## src/rtl/uart_tx_fifo.sv

```systemverilog
// UART 8N1 transmitter fed by a byte FIFO; back-to-back frames are sent
// without an idle gap while the FIFO holds data.
module uart_tx_fifo #(
    parameter int CLKS_PER_BIT = 868,
    parameter int FIFO_DEPTH   = 8
) (
    input  logic                        clk,
    input  logic                        reset,
    input  logic                        wr_en,
    input  logic [7:0]                  wr_data,
    output logic                        serialOut,
    output logic                        full,
    output logic                        empty,
    output logic [$clog2(FIFO_DEPTH):0] count,
    output logic                        busy,
    output logic                        overflow
);

    localparam int PTR_W  = $clog2(FIFO_DEPTH);
    localparam int BAUD_W = $clog2(CLKS_PER_BIT);

    typedef enum logic [1:0] {IDLE, START, DATA, STOP} state_t;

    state_t              r_state, w_next_state;
    logic [7:0]          r_mem [FIFO_DEPTH];
    logic [PTR_W-1:0]    r_wr_ptr, r_rd_ptr;
    logic [PTR_W:0]      r_count;
    logic                r_overflow;
    logic [7:0]          r_shift;
    logic [2:0]          r_bit_cnt;
    logic [BAUD_W-1:0]   r_baud;
    logic                r_serial;
    logic                w_push, w_pop, w_bit_done, w_tx_bit, w_busy;

    assign full       = (r_count == (PTR_W+1)'(FIFO_DEPTH));
    assign empty      = (r_count == '0);
    assign count      = r_count;
    assign overflow   = r_overflow;
    assign serialOut  = r_serial;
    assign busy       = w_busy;

    assign w_bit_done = (r_baud == BAUD_W'(CLKS_PER_BIT - 1));
    assign w_push     = wr_en && !full;
    // The head is popped from IDLE, or at the last stop-bit cycle so the next start bit follows directly.
    assign w_pop      = !empty && ((r_state == IDLE) || (r_state == STOP && w_bit_done));

    always_ff @(posedge clk or posedge reset) begin
        if (reset) begin
            r_wr_ptr   <= '0;
            r_rd_ptr   <= '0;
            r_count    <= '0;
            r_overflow <= 1'b0;
        end else begin
            // NOTE: non-blocking assignments so every flop samples pre-edge values regardless of block order.
            if (w_push) r_wr_ptr <= r_wr_ptr + PTR_W'(1);
            if (w_pop)  r_rd_ptr <= r_rd_ptr + PTR_W'(1);
            if (wr_en && full) r_overflow <= 1'b1;
            case ({w_push, w_pop})
                2'b10:   r_count <= r_count + 1'b1;
                2'b01:   r_count <= r_count - 1'b1;
                default: r_count <= r_count;
            endcase
        end
    end

    // NOTE: storage has no reset; pointers and count alone decide which entries are valid.
    always_ff @(posedge clk) begin
        if (w_push) r_mem[r_wr_ptr] <= wr_data;
    end

    always_ff @(posedge clk or posedge reset) begin
        if (reset) r_state <= IDLE;
        else       r_state <= w_next_state;
    end

    always_comb begin
        // NOTE: default assignment first so no path through this block infers a latch.
        w_next_state = r_state;
        case (r_state)
            IDLE:  if (!empty) w_next_state = START;
            START: if (w_bit_done) w_next_state = DATA;
            DATA:  if (w_bit_done && r_bit_cnt == 3'd7) w_next_state = STOP;
            STOP:  if (w_bit_done) w_next_state = empty ? IDLE : START;
            default: w_next_state = IDLE;
        endcase
    end

    always_comb begin
        w_tx_bit = 1'b1;
        w_busy   = (r_state != IDLE);
        case (r_state)
            START:   w_tx_bit = 1'b0;
            DATA:    w_tx_bit = r_shift[0];
            default: w_tx_bit = 1'b1;
        endcase
    end

    always_ff @(posedge clk or posedge reset) begin
        if (reset) begin
            r_shift   <= '0;
            r_bit_cnt <= '0;
            r_baud    <= '0;
        end else if (w_pop) begin
            r_shift   <= r_mem[r_rd_ptr];
            r_bit_cnt <= '0;
            r_baud    <= '0;
        end else if (r_state != IDLE) begin
            r_baud <= w_bit_done ? '0 : r_baud + 1'b1;
            if (r_state == DATA && w_bit_done) begin
                r_shift   <= r_shift >> 1;
                r_bit_cnt <= r_bit_cnt + 1'b1;
            end
        end
    end

    // Line level is re-timed through a flop so bit transitions are glitch-free.
    always_ff @(posedge clk or posedge reset) begin
        if (reset) r_serial <= 1'b1;
        else       r_serial <= w_tx_bit;
    end

endmodule

```

## config.mk

```make
export PLATFORM = sky130hd
export DESIGN_NAME = uart_tx_fifo
export DESIGN_NICKNAME = d
export VERILOG_FILES = /design/src/rtl/uart_tx_fifo.sv
export SDC_FILE = /design/constraint.sdc
export NUM_CORES = 1
export LEC_CHECK = 0
export BUFFER_PORTS_ARGS = -buffer_cell sky130_fd_sc_hd__buf_2
export CAP_MARGIN = 20
export CORE_MARGIN = 2
export CORE_UTILIZATION = 35
export CTS_CLUSTER_SIZE = 40
export DETAILED_ROUTE_END_ITERATION = 6
export HOLD_SLACK_MARGIN = 0.1
export PLACE_DENSITY = 0.55
export SLEW_MARGIN = 10
export SYNTH_ARGS = -nofsm -noshare
export SYNTH_HDL_FRONTEND = slang
export SYNTH_SLANG_ARGS = --single-unit
```

## constraint.sdc

```tcl
create_clock -name clk -period 7.1 [get_ports clk]
set_input_delay 1.775 -clock clk [delete_from_list [all_inputs] [get_ports clk]]
set_output_delay 1.775 -clock clk [all_outputs]
set_load 0.03 [all_outputs]
```

==> qor.csv <==
stage,metric,value,unit
synth,"EDFF count, synth",64,
setup_path,slowest CP cell,ha_1,
setup_path,Crit. End Element,output pin,
timing,max-slew violations,0,
cts,TritonCTS Buffers,9,
final_layout,area grow syn2layout,12.7,%
cts,clock latency at the later pin of the worst-skew pair,0.35,ns
pwr,peak supply drop,0.000260,V
placed_design,Post-DP Area,0.00466,mm2
timing,worst slew pin tran,0.774,ns
synth,YS warnings,0,
worst_hold_path,type of the tightest min-delay check,reg2reg,
synth,syn_nets,311,
final_layout,final net count,335,
pwr,Power Dens Cells,404,mW/mm2
cts,Max Buffers Root-to-Sink,2,
floorplan,Ports,20,
setup_path,"slowest stage delay, CP",0.48,ns
global_routing,vias in the first global route,2409,
setup_path,Setup CP Type,reg2out,
synth,Area contributors post-synth,"edfxtp_1 (44%), dfrtp_1 (19%), mux4_2 (8.2%)",
cts,CTS tree,built,
route,Detail Route Antenna Nets,0,
synth,cell taking the most area after synthesis,edfxtp_1,
floorplan,total die area,0.0135,mm2
route,drt drc,0,
cts,hold-fix buffer count after cts,0,
final_layout,final instance area,0.00496,mm2
cts,clk root buf,clkbuf_16,
synth,Synth top cells by count,"edfxtp_1 (64), dfrtp_1 (34), nor2_1 (18)",
setup_path,maximum fanout along the worst path,11,
route,routed wire length,7470,um
floorplan,Vert. Die Dim,116,um
global_routing,global route overflow,0,
route,initial DRC count,133,
timing,period utilization,51.4,%
setup_path,CP Cell Sequence,"inv_1, ha_1, inv_1, buf_2",
timing,WHS,0.454,ns
setup_path,Setup crit start kind,flop,
synth,Yosys reg bits,99,
synth,Yosys top cell area share,43.7,%
timing,Clock Skew,0.00678,ns
global_routing,GRT Overall Usage,12.8,%
final_layout,final core utilization,40.8,%
final_layout,layout cell share with drive strength beyond 1,25.0,%
cts,Max H-tree Level,3,
synth,mean post-synth cell area,15.3,um2
cts,# resized after CTS,0,
route,wire per inst,15.4,um
synth,sequential area share after synthesis,63.6,%
global_routing,first-pass GRT wire length,12700,um
timing,Max Clock Freq,274,MHz
timing,post-route setup TNS,0,ns
final_layout,FILL cells,1118,
route,Pre-antenna DRT Iters,4,
placed_design,half-perimeter wire length after placement,5020,um
cts,clock-pin slew on the worst setup and hold paths,0.07,ns
floorplan,Die Wd,116,um
synth,most common cell in the netlist,edfxtp_1,
cts,buffer count from post-CTS setup fixing,0,
floorplan,row count,40,
timing,slew margin rel.,48.2,%
timing,Final setup viols,0,
timing,RSZ-0062 raised after global routing,false,
outcome,status,"finished, final reports clean",
final_layout,antenna cells,0,
cts,TritonCTS Sinks,99,
synth,Post-Syn Instances,287,
route,vias,2348,
global_routing,largest net degree at the start of global routing,36,
floorplan,core box area,0.0122,mm2
synth,Netlist cell types,48,
placed_design,number of port buffers,19,
setup_path,"Arr. time, crit path",1.88,ns
synth,Async SR Flop Fraction,35.4,%
synth,"Cell Area, Synth",0.00440,mm2
placed_design,RePlAce Congestion,0.738,
pwr,Lkg Pwr,0.00185,uW
setup_path,WP data required,5.33,ns
synth,Synth Flop Type,edfxtp_1,
timing,crit path time final,3.65,ns
global_routing,antenna violations before repair,0,
flow_run,Max Cap Violations,0,
route,post-DR vias/cell,4.85,
setup_path,CP most frequent cell,inv_1,
timing,Final Hold Fails,0,
floorplan,Starting Density,36.2,%
[stage by stage]
step	worst slack [ns]	std cells	total power (uW)
after floorplan	3.85	287	1410
after global placement	3.48	466	1540
after detailed placement	3.42	467	1550
after CTS	3.44	483	2040
after global routing	3.34	484	2150
final	3.45	484	2000
[worst paths after layout]
path / from / end / slack [ns] / cells past startpoint
setup / recovery: r_state[0] / busy / 3.45 / 4
hold / removal: overflow / overflow / 0.45 / 1
setup reg to reg: r_baud[0] / count[2] / 4.19 / 11
hold reg to reg: overflow / overflow / 0.45 / 1
max in group asynchronous: reset / serialOut / 5.22 / 3
min in group asynchronous: reset / r_bit_cnt[0] / 1.52 / 3
[power by group]
group	internal [uW]	leakage, uW	switching, uW
Sequential	752	0.00101	113
Clock	246	0.000142	227
Combinational	304	0.000701	360
[routing by layer]
metal  up-vias  share of wire [%]  global-route usage, %
met2        35                 49                   19.9
met4         0                1.3                   4.29
met5         -                  0                      0
met1      1178                 46                   16.7
met3         6                3.7                   4.67
li1       1129                  -                      -
[registers in the layout, indices dropped and copies added (netlist names)]
register	cells
r_wr_ptr	3
r_baud	10
r_rd_ptr	3
count	4
overflow	1
serialOut	1
r_bit_cnt	3
r_shift	8
r_state	2
r_mem	64
[layout by cell type, fill, tap and decap left out, types with 2 or more instances in the layout]
cell type,netlist,final
edfxtp_1,64,64
dfrtp_1,34,34
buf_2,3,21
nor2_1,18,18
mux4_2,16,16
nand2_1,15,15
o21ai_0,13,13
ha_1,13,13
a21oi_1,11,11
mux2i_1,10,10
xor2_1,9,9
clkbuf_16,0,9
nor3b_1,8,8
inv_1,7,7
xnor2_1,6,6
a22oi_2,6,6
nor3_1,5,5
o21ai_1,3,3
nand4_1,3,3
nand3_1,3,3
mux2_2,3,3
nand2b_1,3,3
inv_6,0,3
nand2_2,2,2
or3_1,2,2
nand3b_1,2,2
buf_4,0,2
[worst max-delay path: cells and delay by family (launching register included)]
| kind | cells | cell delay [ns] |
|---|---|---|
| flip-flops | 1 | 0.41 |
| buffers and inverters | 3 | 0.63 |
| adder cells (fa/ha/maj) | 1 | 0.48 |
[area by class of cell]
class	count	area, um2	area share, %
repair buffers	23	120	2.42
multi-input cells	170	1510	30.4
clock inverters	7	66.3	1.34
flip-flops and latches	99	2800	56.5
clock buffers	9	225	4.54
well taps	168	210	4.24
inverters	8	30.0	0.606
[kinds of logic after synthesis]
logic type / synth area share (%)
AND/OR/NAND/NOR: 9.10
AO/OA/AOI/OAI: 6.49
adder cells (fa/ha/maj): 3.70
buffers and inverters: 2.13
flip-flops: 63.6
XOR/XNOR: 3.36
multiplexers: 11.6
Power figures use the tool's default switching activity.
